$ cat src/rtl/func_pkg.sv
// Shared widths, FSM state encoding and operand/result records for the func root engine.
package func_pkg;
  localparam int A_W    = 8;
  localparam int Y_W    = 5;
  localparam int BUSY_W = 2;

  typedef enum logic [2:0] {IDLE, START, ACK, BUSY, DONE} state_t;

  typedef struct packed {
    logic [A_W-1:0] a;
    logic [A_W-1:0] b;
  } req_t;

  typedef struct packed {
    logic [Y_W-1:0] y;
    logic [A_W-1:0] a;
    logic [A_W-1:0] b;
  } rsp_t;
endpackage

$ cat src/rtl/func_req_fifo.sv
// Synchronous DEPTH-entry operand FIFO; head data is combinational, occupancy updates one cycle after push/pop.
// Push is ignored while full and pop while empty; a simultaneous push and pop leaves occupancy unchanged.
module func_req_fifo
  import func_pkg::*;
#(
  parameter int DEPTH = 4
) (
  input  logic                   clk,
  input  logic                   rst,
  input  logic                   push,
  input  req_t                   wr_dat,
  input  logic                   pop,
  output req_t                   rd_dat,
  output logic                   full,
  output logic                   empty,
  output logic [$clog2(DEPTH):0] count
);
  localparam int          AW       = $clog2(DEPTH);
  localparam logic [AW:0] FULL_CNT = (AW+1)'(DEPTH);

  req_t          mem [DEPTH];
  logic [AW-1:0] wr_ptr;
  logic [AW-1:0] rd_ptr;
  logic          do_push;
  logic          do_pop;

  assign full    = (count == FULL_CNT);
  assign empty   = (count == '0);
  assign do_push = push & ~full;
  assign do_pop  = pop & ~empty;
  assign rd_dat  = mem[rd_ptr];

  always_ff @(posedge clk) begin
    if (do_push) mem[wr_ptr] <= wr_dat;
  end

  // Pointers wrap naturally because DEPTH is a power of two.
  always_ff @(posedge clk) begin
    if (rst) begin
      wr_ptr <= '0;
      rd_ptr <= '0;
      count  <= '0;
    end else begin
      if (do_push) wr_ptr <= wr_ptr + 1'b1;
      if (do_pop)  rd_ptr <= rd_ptr + 1'b1;
      if (do_push & ~do_pop)      count <= count + 1'b1;
      else if (do_pop & ~do_push) count <= count - 1'b1;
    end
  end
endmodule

$ cat src/rtl/func_initiator.sv
// Queues operand pairs, runs them one at a time through func's start/busy handshake and
// returns each result on a valid/ready port; a new op starts only when the response slot is free.
module func_initiator
  import func_pkg::*;
#(
  parameter int DEPTH       = 4,
  parameter int ACK_TIMEOUT = 4
) (
  input  logic                   clk_i,
  input  logic                   rst_i,
  input  logic                   req_valid_i,
  output logic                   req_ready_o,
  input  logic [A_W-1:0]         req_a_bi,
  input  logic [A_W-1:0]         req_b_bi,
  output logic [A_W-1:0]         f_a_bo,
  output logic [A_W-1:0]         f_b_bo,
  output logic                   f_start_o,
  input  logic [BUSY_W-1:0]      f_busy_bi,
  input  logic [Y_W-1:0]         f_y_bi,
  output logic                   rsp_valid_o,
  input  logic                   rsp_ready_i,
  output logic [Y_W-1:0]         rsp_y_bo,
  output logic [A_W-1:0]         rsp_a_bo,
  output logic [A_W-1:0]         rsp_b_bo,
  output logic [$clog2(DEPTH):0] pending_o
);
  localparam int          CW      = $clog2(ACK_TIMEOUT + 1);
  localparam logic [CW-1:0] TO_LAST = CW'(ACK_TIMEOUT - 1);

  state_t        state;
  state_t        state_nxt;
  logic [CW-1:0] ack_cnt;
  logic          pop;
  logic          fifo_full;
  logic          fifo_empty;
  logic          slot_free;
  req_t          head;
  req_t          op_q;
  rsp_t          rsp_q;

  func_req_fifo #(.DEPTH(DEPTH)) u_fifo (
    .clk    (clk_i),
    .rst    (rst_i),
    .push   (req_valid_i),
    .wr_dat ({req_a_bi, req_b_bi}),
    .pop    (pop),
    .rd_dat (head),
    .full   (fifo_full),
    .empty  (fifo_empty),
    .count  (pending_o)
  );

  assign req_ready_o = ~fifo_full;
  assign slot_free   = ~rsp_valid_o | rsp_ready_i;
  assign f_start_o   = (state == START) & ~rst_i;
  assign f_a_bo      = op_q.a;
  assign f_b_bo      = op_q.b;
  assign rsp_y_bo    = rsp_q.y;
  assign rsp_a_bo    = rsp_q.a;
  assign rsp_b_bo    = rsp_q.b;

  always_comb begin
    state_nxt = state;
    pop       = 1'b0;
    case (state)
      IDLE: begin
        if (~fifo_empty & slot_free) begin
          pop       = 1'b1;
          state_nxt = START;
        end
      end
      START: state_nxt = ACK;
      // A func that never raises busy is treated as having finished immediately.
      ACK: begin
        if (f_busy_bi != '0)         state_nxt = BUSY;
        else if (ack_cnt == TO_LAST) state_nxt = DONE;
      end
      BUSY: if (f_busy_bi == '0) state_nxt = DONE;
      DONE: state_nxt = IDLE;
      default: state_nxt = IDLE;
    endcase
  end

  always_ff @(posedge clk_i) begin
    if (rst_i) begin
      state       <= IDLE;
      ack_cnt     <= '0;
      op_q        <= '0;
      rsp_q       <= '0;
      rsp_valid_o <= 1'b0;
    end else begin
      state <= state_nxt;
      if (state == START)    ack_cnt <= '0;
      else if (state == ACK) ack_cnt <= ack_cnt + 1'b1;
      if (pop) op_q <= head;
      // DONE is only reached after IDLE saw a free slot, so no unread response is overwritten.
      if (state == DONE) begin
        rsp_q.y     <= f_y_bi;
        rsp_q.a     <= op_q.a;
        rsp_q.b     <= op_q.b;
        rsp_valid_o <= 1'b1;
      end else if (rsp_ready_i) begin
        rsp_valid_o <= 1'b0;
      end
    end
  end
endmodule

$ cat config.mk
export PLATFORM = sky130hd
export DESIGN_NAME = func_initiator
export DESIGN_NICKNAME = d
export VERILOG_FILES = /design/src/rtl/func_pkg.sv /design/src/rtl/func_req_fifo.sv /design/src/rtl/func_initiator.sv
export SDC_FILE = /design/constraint.sdc
export NUM_CORES = 1
export LEC_CHECK = 0
export CORE_ASPECT_RATIO = 1.75
export CORE_UTILIZATION = 35
export DETAILED_ROUTE_END_ITERATION = 10
export PLACE_DENSITY = 0.54
export SLEW_MARGIN = 30
export SYNTH_ARGS = -nofsm -noshare
export SYNTH_HDL_FRONTEND = slang
export SYNTH_SLANG_ARGS = --single-unit
$ cat constraint.sdc
create_clock -name clk_i -period 6.5 [get_ports clk_i]
set_input_delay 1.95 -clock clk_i [delete_from_list [all_inputs] [get_ports clk_i]]
set_output_delay 1.95 -clock clk_i [all_outputs]
set_load 0.05 [all_outputs]
* Yosys cells after proc, flatten, opt, wreduce, memory -nomap -nowiden *
Memory sizes are Yosys's and may differ from the RTL's. A register that Yosys moved wholly into a read port is not among the register bits.
Index checks and enable logic that the tools add are counted.

storage, ports and cells
  bits of input ports = 27
  register bits after elaboration = 35
  bits in latches = 0
  memories = 1
  output and inout port bits = 43
  bits in read-only memories = 0
  RAM bits = 64
  word-level logic and storage cells = 58

memory list
  name        words  bits a word  rd ports  clocked after Yosys merged registers in  write ports  line                 RTL
  u_fifo.mem  4      16           1         1                                        1            func_req_fifo.sv:21  req_t mem [DEPTH];

cells by class
  muxes and demuxes = 13
  magnitude comparators = 0
  add/subtract/negate cells = 5
  bitwise gates (word level) = 13
  reduce and logical (&&, ||, !) cells = 8
  equal/unequal tests = 9
  multiply operators = 0
  div/mod/pow operators = 0
  shift-type cells = 0

operators with widths
  kind                                               count
  2-to-1 mux 3 bit                                   6
  one-hot mux 3 bit (4 select lines)                 1
  == test 3 x 2 -> 1 bit (second input constant)     3
  adder 3 x 1 -> 3 bit (second input constant)       2
  bitwise AND 1 bit                                  6
  == test 3 bit (second input constant)              2
  logical NOT 3 bit                                  2
  2-to-1 mux 1 bit                                   6
  NOT 1 bit                                          6
  nonzero test 2 bit                                 3
  adder 2 x 1 -> 2 bit (second input constant)       2
  inequality test 2 bit (second input constant)      2
  == test 3 x 1 -> 1 bit (second input constant)     1
  inequality test 3 bit (second input constant)      1
  AND reduction 3 bit                                1
  subtractor 3 x 1 -> 3 bit (second input constant)  1
  logical NOT 2 bit                                  1
  OR reduction 2 bit                                 1
  OR 1 bit                                           1

* Depth between registers and ports, before layout *
Gate-level depths: netlist (run 1).

  depth after elaboration = 9
  depth in mapped cells = 9
  depth with buffers taken out = 8

* Modules after synthesis *
From an unflattened synthesis (run 1), not the netlist that was laid out.

second synthesis, totals
  cell total of the unflattened synthesis = 312
  area, all modules = 4644.5 µm²

modules (own cells, without submodules)
  module          cells each  area each (µm²)  instances  seq. area each (µm²)
  func_req_fifo   132         2805.2           1          2102.0
  func_initiator  180         1839.3           1          880.8

* Worst setup path after synthesis (run 1) *
OpenSTA, ideal clock, no wires.

  path type = input-to-output
  start point = input rst_i
  end point = output f_start_o
  stages = 3
  path slack = 1.551 ns
  required time = 4.550 ns
  data arrival time = 2.999 ns
  path buffers = 2
  cells stage by stage = clkbuf_1 -> clkbuf_1 -> nor2_1

between the ends
  word-level cells in the longest chain between the ends = 2

ends and longest elaborated chain
  what               line                  RTL
  start, declared    func_initiator.sv:10  input logic rst_i,
  NOT 1 bit          func_initiator.sv:55  assign f_start_o = (state == START) & ~rst_i;
  bitwise AND 1 bit  func_initiator.sv:55
  end, declared      func_initiator.sv:17  output logic f_start_o,

Every way passes these cells.

* Worst setup path in the final report (run 1) *
Ends and elaborated chain as after synthesis.

==> key figures, run 1 <==
Floorplan
  – Width of the die: 89.2 um
  – Die outline area: 0.0138 mm2
  – Floorplan Core Area: 0.0129 mm2
  – Io pins: 70
  – Placement row count: 55
  – Height of the die: 155 um
  – Initial standard-cell utilization of the core: 0.360

Logic synthesis
  – Async S/R FF share, synth: 0
  – Cell area after technology mapping: 0.00465 mm2
  – Count of unique library cells instantiated by Yosys: 37
  – Number of warnings reported in the yosys synthesis log: 0
  – Most numerous cell types in the synthesized netlist: 64 x edfxtp_1, 51 x dfxtp_1, 31 x nor2_1
  – Cell accounting for the most synthesized area: edfxtp_1
  – Part of the Yosys area used for sequential elements: 0.632
  – Avg Cell Area, Syn: 14.4 um2
  – Primary FF master, synth: edfxtp_1
  – Count of state elements after synthesis: 115
  – Nets in the synthesized netlist: 358
  – Post-synth EDFFs: 64
  – Most instantiated library cell after synthesis: edfxtp_1
  – Share of the synthesized area in the top cell type: 0.413
  – Cells taking the most area after synthesis: edfxtp_1 41%, dfxtp_1 22%, mux4_2 7.7%
  – Number of cells produced by synthesis: 323

Critical path
  – Setup slack, reg-to-reg: 3.86 ns
  – Maximum fanout encountered on the critical timing path: 2
  – Worst endpoint data arrival time: 2.96 ns
  – Reg-to-reg critical path endpoint: u_fifo.count[2]
  – R2R depth: 8
  – Capturing element type of the critical path: primary output
  – Data required time at the worst endpoint: 4.55 ns
  – Kind of critical path: primary input to primary output
  – Startpoint kind of the worst setup timing path: primary input
  – R2r startpoint: u_fifo.count[0]

STA
  – Final Hold Fails: 0
  – Sum of negative setup slack: 0 ns
  – Final clock skew: 0.00867 ns
  – Count of final max-slew check failures: 0
  – Final setup violation count: 0
  – Worst Max-Slew Pin Slew: 0.872 ns
  – Setup repair after global routing missed its margin: no
  – Maximum clock frequency: 204 MHz
  – Final worst path period need: 4.91 ns
  – Post-route clock period utilization: 0.756
  – Worst max-slew margin expressed relative to the limit: 0.418

Drt
  – Aggregate routed wire length: 8960 um
  – DRC violations left: 0
  – DR vias: 2767
  – Router iterations before antenna repair: 4
  – Antenna Violating Nets Remaining: 0
  – Per-cell routed wire length: 15.6 um
  – Initial DRC count: 94
  – Detailed-route vias per instance: 4.81

Clock tree
  – Clock tree from TritonCTS: done
  – H-tree depth reported by CTS: 4
  – Setup Fix Bufs, Post-CTS: 0
  – Gates resized, CTS repair: 0
  – Worst-skew pair later-pin latency: 0.40 ns
  – Clock buffer count from CTS: 17
  – Clock root buffer: clkbuf_16
  – Num Clock Sinks: 115
  – Maximum count of clock buffers along a single path: 2
  – Number of hold-repair buffers added at the cts stage: 0
  – Clock-pin slew on the worst setup and hold paths: 0.05 ns

Global routing
  – Initial antenna violation count: 0
  – Remaining Overflow, GRT: 0
  – Pin count of the biggest net entering global routing: 54
  – Wire length of the first global-routing pass: 14500 um
  – GRT Util Overall: 0.144
  – Number of global-route vias before repair: 2877

Power
  – Static power due to leakage: 2.01 nW
  – Maximum VDD drop: 0.187 mV
  – Total power density per cell area: 439 mW/mm2
  – Sequential power share: 0.368
  – Sw frac: 0.332
  – Switching power of the nets: 0.875 mW
  – Combinational fraction of design power: 0.289
  – Internal power summed over all cells: 1.76 mW
  – Clock network fraction of design power: 0.343

Place
  – HPWL reported at the end of detailed placement: 6060 um
  – GP Congestion: 0.684
  – Number of instances in the placed design: 543
  – Number of buffers inserted by port buffering: 69

Final layout
  – Fraction of layout instances using a drive strength above 1: 0.166
  – Nets: 426
  – Area growth from synthesis to layout: 29.0%
  – Layout fillers: 1214
  – Number of diodes: 0
  – Filler-free cell count of the finished design: 575

Worst hold path
  – WHS Endpoint: ack_cnt[1]
  – Hold path startpoint: ack_cnt[1]
  – Min-Delay Path Class: register to register
  – Hold Path Cell Cnt: 2

Run
  – Count of maximum capacitance violations: 0

Status
  – Run status: finished clean
-- metal layers --
layer	wire length, um	global-route usage	share of wire	up-vias
met1	3710	0.157	0.41	1350
met2	4820	0.249	0.54	48
met4	143	0.0635	0.016	0
met3	290	0.0438	0.032	12
met5	0	0	0	-
li1	-	-	-	1357
-- critical path, cell delays in order --
cell	delay, ns
buf_2	0.11
nor2_1	0.10
clkdlybuf4s50_1	0.81
-- worst max-delay path by stage --
stage	startpoint	to	slack, ns	cells after the start
finish	rst_i	f_start_o	1.59	3
CTS	rst_i	f_start_o	1.58	3
detailed placement	rst_i	f_start_o	1.58	3
global placement	rst_i	f_start_o	1.61	3
global route	rst_i	f_start_o	1.55	3
floorplan	rst_i	f_start_o	1.55	3
-- layout make-up --
| cell class | instances | area (um2) | area share |
|---|---|---|---|
| flip-flops and latches | 115 | 2940 | 0.490 |
| multi-input cells | 177 | 1520 | 0.253 |
| repair buffers | 74 | 723 | 0.120 |
| clock buffers | 22 | 475 | 0.0792 |
| well taps | 171 | 214 | 0.0356 |
| clock inverters | 10 | 109 | 0.0181 |
| inverters | 6 | 22.5 | 0.00375 |
-- state kept, by name, summed over array words and instances (netlist names), 3 cells and up --
register	flops
u_fifo.mem	64
f_a_bo	8
f_b_bo	8
rsp_a_bo	8
rsp_b_bo	8
rsp_y_bo	5
ack_cnt	3
state	3
u_fifo.count	3
-- cell families after synthesis --
group           count (synthesis)  share of synthesized area
xor+xnor                        2                    0.00376
buf+inv                        31                     0.0414
compound gates                 48                     0.0750
flops                         115                      0.632
mux                            40                      0.130
simple gates                   79                     0.0949
fa+ha+maj                       8                     0.0231
-- cells in the final DEF (no fill, tap or decap), types with 2 or more instances in the layout --
cell type        count
and3_1               4
nand3_1              3
o21ai_0              3
edfxtp_1            64
or3_1                2
mux4_2              16
xor2_1               2
mux2i_1             22
nand2_1              4
clkinvlp_4           2
nor3b_1              5
o21bai_1             2
clkinv_2             5
nand4_1             17
nand2b_1             2
bufinv_16            2
clkdlybuf4s50_1     68
o31ai_1              7
a21oi_1             23
nor2_1              31
clkbuf_16           18
dfxtp_1             51
nor2b_1              6
buf_4                5
ha_1                 7
clkbuf_1             3
mux2_1               2
a21o_2               2
inv_1                6
o31ai_2             10
-- power groups by stage --
stage / Combinational, mW / Sequential [mW] / Clock [mW]
detailed placement: 0.776 / 0.988 / 0
global placement: 0.767 / 0.987 / 0
global route: 0.828 / 0.985 / 0.953
CTS: 0.778 / 0.973 / 0.920
floorplan: 0.462 / 1.11 / 0
finish: 0.763 / 0.970 / 0.903
-- through the flow --
stage | worst slack [ns] | hold slack (ns) | util | cell area, um2 | power [mW]
4_1_cts | 1.58 | 0.480 | 0.464 | 6010 | 2.67
6_report | 1.59 | 0.476 | 0.464 | 6010 | 2.64
3_3_place_gp | 1.61 | 0.458 | 0.419 | 5420 | 1.75
3_5_place_dp | 1.58 | 0.472 | 0.419 | 5420 | 1.76
2_1_floorplan | 1.55 | 0.445 | - | 4650 | 1.57
5_1_grt | 1.55 | 0.497 | 0.464 | 6010 | 2.77
Power figures use the tool's default switching activity.
==> inputs of run 2 (changes only) <==
--- a/config.mk
+++ b/config.mk
@@ -8,7 +8,7 @@
 export CORE_ASPECT_RATIO = 1.75
 export CORE_UTILIZATION = 35
 export DETAILED_ROUTE_END_ITERATION = 10
-export PLACE_DENSITY = 0.54
+export PLACE_DENSITY = 0.56
 export SLEW_MARGIN = 30
 export SYNTH_ARGS = -nofsm -noshare
 export SYNTH_HDL_FRONTEND = slang
==> constraint.sdc (replaced) <==
create_clock -name clk_i -period 4.1 [get_ports clk_i]
set_input_delay 1.23 -clock clk_i [delete_from_list [all_inputs] [get_ports clk_i]]
set_output_delay 1.23 -clock clk_i [all_outputs]
set_load 0.05 [all_outputs]
==> run 2 against run 1 <==
Effect of this change:
- global-route usage up 0.24 points
- sequential power up 58%
- sequential share of layout area fell by 0.20 points
- non-clock buffer count rose by 1
- combinational power is 60% higher
- critical endpoint is now req_ready_o
- largest cell class unchanged
==> key figures, run 2 (same netlist as run 1, synthesis figures left out) <==
Clock tree
  – Clock-pin slew on the worst setup and hold paths: 0.06 ns
  – Gates resized, CTS repair: 0
  – Maximum count of clock buffers along a single path: 2
  – Clock buffer count from CTS: 17
  – Clock tree from TritonCTS: done
  – H-tree depth reported by CTS: 4
  – Number of hold-repair buffers added at the cts stage: 0
  – Num Clock Sinks: 115
  – Setup Fix Bufs, Post-CTS: 0
  – Clock root buffer: clkbuf_16
  – Worst-skew pair later-pin latency: 0.41 ns

STA
  – Setup repair after global routing missed its margin: no
  – Worst Max-Slew Pin Slew: 0.867 ns
  – Final Hold Fails: 0
  – Sum of negative setup slack: 0 ns
  – Count of final max-slew check failures: 0
  – Worst max-slew margin expressed relative to the limit: 0.422
  – Final worst path period need: 3.36 ns
  – Final clock skew: 0.00888 ns
  – Final setup violation count: 0
  – Hold_ws: 0.473 ns
  – Post-route clock period utilization: 0.820
  – Maximum clock frequency: 297 MHz

Worst hold path
  – Hold Path Cell Cnt: 2
  – Min-Delay Path Class: register to register

Drt
  – DRC violations left: 0
  – Initial DRC count: 78
  – Aggregate routed wire length: 8800 um
  – DR vias: 2816
  – Per-cell routed wire length: 15.3 um
  – Router iterations before antenna repair: 4
  – Detailed-route vias per instance: 4.89
  – Antenna Violating Nets Remaining: 0

Critical path
  – Slowest stage cell on the critical path: clkdlybuf4s50_1
  – Data required time at the worst endpoint: 2.87 ns
  – Startpoint kind of the worst setup timing path: register
  – Worst endpoint data arrival time: 2.13 ns
  – R2R depth: 8
  – Reg-to-reg critical path endpoint: u_fifo.count[2]
  – Crit path capture: req_ready_o
  – R2r startpoint: u_fifo.count[0]
  – Launch point of the critical path: u_fifo.count[2]
  – Setup slack, reg-to-reg: 1.49 ns
  – Kind of critical path: register to primary output
  – Maximum cell stage delay along the critical path: 0.74 ns
  – Ordered list of cells on the worst path: nor3b_1 > inv_1 > clkdlybuf4s50_1
  – Maximum fanout encountered on the critical timing path: 7
  – Capturing element type of the critical path: primary output

Global routing
  – Wire length of the first global-routing pass: 14600 um
  – Pin count of the biggest net entering global routing: 54
  – Remaining Overflow, GRT: 0
  – GRT Util Overall: 0.146
  – Initial antenna violation count: 0
  – Number of global-route vias before repair: 2860

Power
  – Static power due to leakage: 2.02 nW
  – Maximum VDD drop: 0.239 mV
  – Total power density per cell area: 701 mW/mm2

Floorplan
  – Floorplan Core Area: 0.0129 mm2
  – Initial standard-cell utilization of the core: 0.360
  – Die outline area: 0.0138 mm2
  – Placement row count: 55
  – Io pins: 70
  – Width of the die: 89.2 um
  – Height of the die: 155 um

Final layout
  – Fraction of layout instances using a drive strength above 1: 0.175
  – Register with the most flip-flops: u_fifo.mem
  – Largest register FFs: 64
  – Final Cell Area: 0.00603 mm2
  – Area growth from synthesis to layout: 29.6%
  – Commonest non-fill, non-tap cell in the layout: clkdlybuf4s50_1
  – Utilization of the core after routing: 0.466
  – Filler-free cell count of the finished design: 576
  – Number of diodes: 0
  – Top library cells by usage in the layout, fill and taps aside: 67 x clkdlybuf4s50_1, 64 x edfxtp_1, 51 x dfxtp_1
  – Nets: 427

Place
  – Placed inst area: 0.00543 mm2
  – HPWL reported at the end of detailed placement: 6040 um
  – Number of buffers inserted by port buffering: 69
  – GP Congestion: 0.759
  – Number of instances in the placed design: 544

Run
  – Count of maximum capacitance violations: 0

Status
  – Run status: finished clean
==> run 2: cell count changes in the layout (fill, tap and decap cells not counted), sizes merged <==
cell,previous run,this run
clkinvlp,2,3
bufinv,2,3
clkdlybuf4s50,68,67
clkinv,6,5
buf,6,8
clkbuf,22,17
inv,6,10
==> run 2: how the worst min path moves through the flow <==
| stage | end | slack, ns | from |
|---|---|---|---|
| 3_5_place_dp | ack_cnt[2] | 0.47 | ack_cnt[2] |
| 5_1_grt | ack_cnt[2] | 0.50 | ack_cnt[2] |
| 3_3_place_gp | ack_cnt[2] | 0.46 | ack_cnt[2] |
| 6_report | ack_cnt[2] | 0.47 | ack_cnt[2] |
| 2_1_floorplan | ack_cnt[2] | 0.44 | ack_cnt[2] |
| 4_1_cts | ack_cnt[2] | 0.47 | ack_cnt[2] |
==> run 2: power by group <==
group	internal [mW]	leakage [nW]	switching [mW]
sequential	1.38	1.00	0.156
clock	0.958	0.288	0.519
combinational	0.471	0.732	0.746
total	2.81	2.02	1.42
==> run 2: cell type report <==
| cell class | count | area, um2 |
|---|---|---|
| repair buffers | 75 | 728 |
| multi-input cells | 177 | 1520 |
| flip-flops and latches | 115 | 2940 |
| inverters | 6 | 22.5 |
| clock inverters | 15 | 179 |
| well taps | 171 | 214 |
| clock buffers | 17 | 425 |
| fillers | 1185 | 6910 |
==> run 2: metrics by stage <==
stage | power (mW) | worst slack [ns]
finish | 4.23 | 0.737
global route | 4.44 | 0.536
detailed placement | 2.79 | 0.750
global placement | 2.78 | 0.788
CTS | 4.28 | 0.731
floorplan | 2.50 | 0.591
==> run 2: per-layer routing <==
metal,global-route usage,vias up,routed length (um)
met2,0.256,62,4920
met1,0.154,1378,3420
met3,0.0438,14,305
met4,0.0726,0,150
met5,0,-,0
li1,-,1362,-
==> run 2: worst max-delay path: cells and delay by family (launching register included) <==
kind,cells,cell delay [ns]
flops,1,0.40
simple gates,1,0.39
buf+inv,2,0.94
==> inputs of run 3 (changes only) <==
--- a/config.mk
+++ b/config.mk
@@ -8,7 +8,7 @@
 export CORE_ASPECT_RATIO = 1.75
 export CORE_UTILIZATION = 35
 export DETAILED_ROUTE_END_ITERATION = 10
-export PLACE_DENSITY = 0.56
+export PLACE_DENSITY = 0.54
 export SLEW_MARGIN = 30
 export SYNTH_ARGS = -nofsm -noshare
 export SYNTH_HDL_FRONTEND = slang
==> constraint.sdc (replaced) <==
create_clock -name clk_i -period 3.3 [get_ports clk_i]
set_input_delay 0.99 -clock clk_i [delete_from_list [all_inputs] [get_ports clk_i]]
set_output_delay 0.99 -clock clk_i [all_outputs]
set_load 0.05 [all_outputs]
==> run 3 against run 2 <==
Effect of this change:
- flip-flop and latch count is the same
- sequential power is 25% higher
- register-to-register slack lost 0.63 ns
- via count fell by 0.50%
- critical path depth did not move
- first-iteration DRC count is 24% higher
- global-route usage hardly changed
- clock-buffer cell count rose by 2
- non-clock buffer count rose by 7
- routed wire length increased by 2.7%
- critical endpoint unchanged
- largest power group unchanged
==> key figures, run 3 (same netlist as run 1, synthesis figures left out) <==
STA
  – Final Hold Fails: 0
  – Final worst path period need: 3.10 ns
  – Sum of negative setup slack: 0 ns
  – Final clock skew: 0.00755 ns
  – Post-route clock period utilization: 0.940
  – Worst Slack Setup Final: 0.197 ns
  – Worst Max-Slew Pin Slew: 0.867 ns
  – Maximum clock frequency: 322 MHz
  – Setup repair after global routing missed its margin: no
  – Final setup violation count: 0
  – Worst max-slew margin expressed relative to the limit: 0.422
  – Count of final max-slew check failures: 0

Clock tree
  – Clock tree from TritonCTS: done
  – Number of hold-repair buffers added at the cts stage: 0
  – H-tree depth reported by CTS: 4
  – Num Clock Sinks: 115
  – Maximum count of clock buffers along a single path: 2
  – Clock root buffer: clkbuf_16
  – Clock buffer count from CTS: 17
  – Gates resized, CTS repair: 0
  – Setup Fix Bufs, Post-CTS: 0
  – Clock-pin slew on the worst setup and hold paths: 0.06 ns
  – Worst-skew pair later-pin latency: 0.40 ns

Final layout
  – Layout fillers: 1219
  – Commonest non-fill, non-tap cell in the layout: clkdlybuf4s50_1
  – Nets: 434
  – Register with the most flip-flops: u_fifo.mem
  – Largest register FFs: 64
  – Area growth from synthesis to layout: 31.0%
  – Fraction of layout instances using a drive strength above 1: 0.182
  – Number of diodes: 0
  – Top library cells by usage in the layout, fill and taps aside: 67 x clkdlybuf4s50_1, 64 x edfxtp_1, 51 x dfxtp_1

Floorplan
  – Floorplan Core Area: 0.0129 mm2
  – Initial standard-cell utilization of the core: 0.360
  – Width of the die: 89.2 um
  – Io pins: 70
  – Placement row count: 55
  – Height of the die: 155 um
  – Die outline area: 0.0138 mm2

Drt
  – Aggregate routed wire length: 9030 um
  – Per-cell routed wire length: 15.5 um
  – Initial DRC count: 97
  – DR vias: 2802
  – Detailed-route vias per instance: 4.81
  – Router iterations before antenna repair: 4
  – DRC violations left: 0
  – Antenna Violating Nets Remaining: 0

Worst hold path
  – WHS Endpoint: ack_cnt[2]
  – Hold path startpoint: ack_cnt[2]
  – Min-Delay Path Class: register to register
  – Hold Path Cell Cnt: 2

Status
  – Run status: finished clean

Global routing
  – Initial antenna violation count: 0
  – Remaining Overflow, GRT: 0
  – Wire length of the first global-routing pass: 14900 um
  – GRT Util Overall: 0.146
  – Pin count of the biggest net entering global routing: 54
  – Number of global-route vias before repair: 2889

Critical path
  – Slowest stage cell on the critical path: clkdlybuf4s50_1
  – Maximum cell stage delay along the critical path: 0.73 ns
  – Ordered list of cells on the worst path: nor3b_1 > inv_1 > clkdlybuf4s50_1
  – Number of buffers and inverters on the critical path: 2
  – R2R depth: 9
  – Data required time at the worst endpoint: 2.31 ns
  – Worst endpoint data arrival time: 2.11 ns
  – R2r startpoint: u_fifo.count[0]
  – Maximum fanout encountered on the critical timing path: 7
  – Setup slack, reg-to-reg: 0.86 ns
  – Kind of critical path: register to primary output
  – Reg-to-reg critical path endpoint: u_fifo.count[2]
  – Capturing element type of the critical path: primary output
  – Startpoint kind of the worst setup timing path: register
  – Kind of cell adding the most delay to the critical path: buffers and inverters

Power
  – Total power density per cell area: 878 mW/mm2
  – Static power due to leakage: 2.06 nW
  – Maximum VDD drop: 0.388 mV

Run
  – Count of maximum capacitance violations: 0

Place
  – Number of buffers inserted by port buffering: 69
  – Pre-CTS setup slack: 0.192 ns
  – GP Congestion: 0.707
  – HPWL reported at the end of detailed placement: 6120 um
-- run 3: cell count changes in the layout (fill, tap and decap cells not counted), sizes merged --
cell,change
clkinv,+1
inv,-4
buf,+7
bufinv,+1
clkbuf,+2
-- run 3: worst min-delay path, stage by stage, from the launching register on --
cell and delay [ns]:
dfxtp_1 0.32, nand2_1 0.06, a21oi_1 0.06
-- run 3: area by class of cell --
class / count / area, um2 / share of cell area
Timing Repair Buffer: 82 / 781 / 0.128
Sequential cell: 115 / 2940 / 0.483
Clock inverter: 13 / 185 / 0.0304
Inverter: 6 / 22.5 / 0.00369
Tap cell: 171 / 214 / 0.0351
Multi-Input combinational cell: 177 / 1520 / 0.249
Clock buffer: 19 / 433 / 0.0710
-- run 3: worst max path at each step --
stage	startpoint	end	slack, ns	depth (start not counted)
floorplan	rst_i	f_start_o	0.27	3
global placement	rsp_ready_i	u_fifo.count[2]	0.24	9
detailed placement	req_valid_i	u_fifo.count[2]	0.19	9
CTS	u_fifo.count[2]	req_ready_o	0.17	3
global route	u_fifo.count[2]	req_ready_o	0.05	3
finish	u_fifo.count[2]	req_ready_o	0.20	3
-- run 3: stage by stage --
stage / hold WS [ns] / area (um2) / total power, mW / instances / utilization
after global placement: 0.455 / 5480 / 3.50 / 551 / 0.424
final: 0.477 / 6100 / 5.35 / 583 / 0.471
after CTS: 0.485 / 6100 / 5.41 / 583 / 0.471
after floorplan: 0.445 / 4650 / 3.10 / 323 / -
after global routing: 0.503 / 6100 / 5.60 / 583 / 0.471
after detailed placement: 0.476 / 5480 / 3.52 / 551 / 0.424
-- run 3: where the power goes --
group          internal [mW]  switching [mW]
registers               1.71           0.202
logic                  0.624           0.923
clock network           1.26           0.630
-- run 3: layer usage --
metal | part of all wire | up-vias | wire length, um | track usage
li1 | - | 1371 | - | -
met1 | 0.40 | 1372 | 3600 | 0.155
met2 | 0.56 | 49 | 5030 | 0.261
met3 | 0.029 | 10 | 258 | 0.0384
met4 | 0.016 | 0 | 146 | 0.0680
met5 | 0 | - | 0 | 0
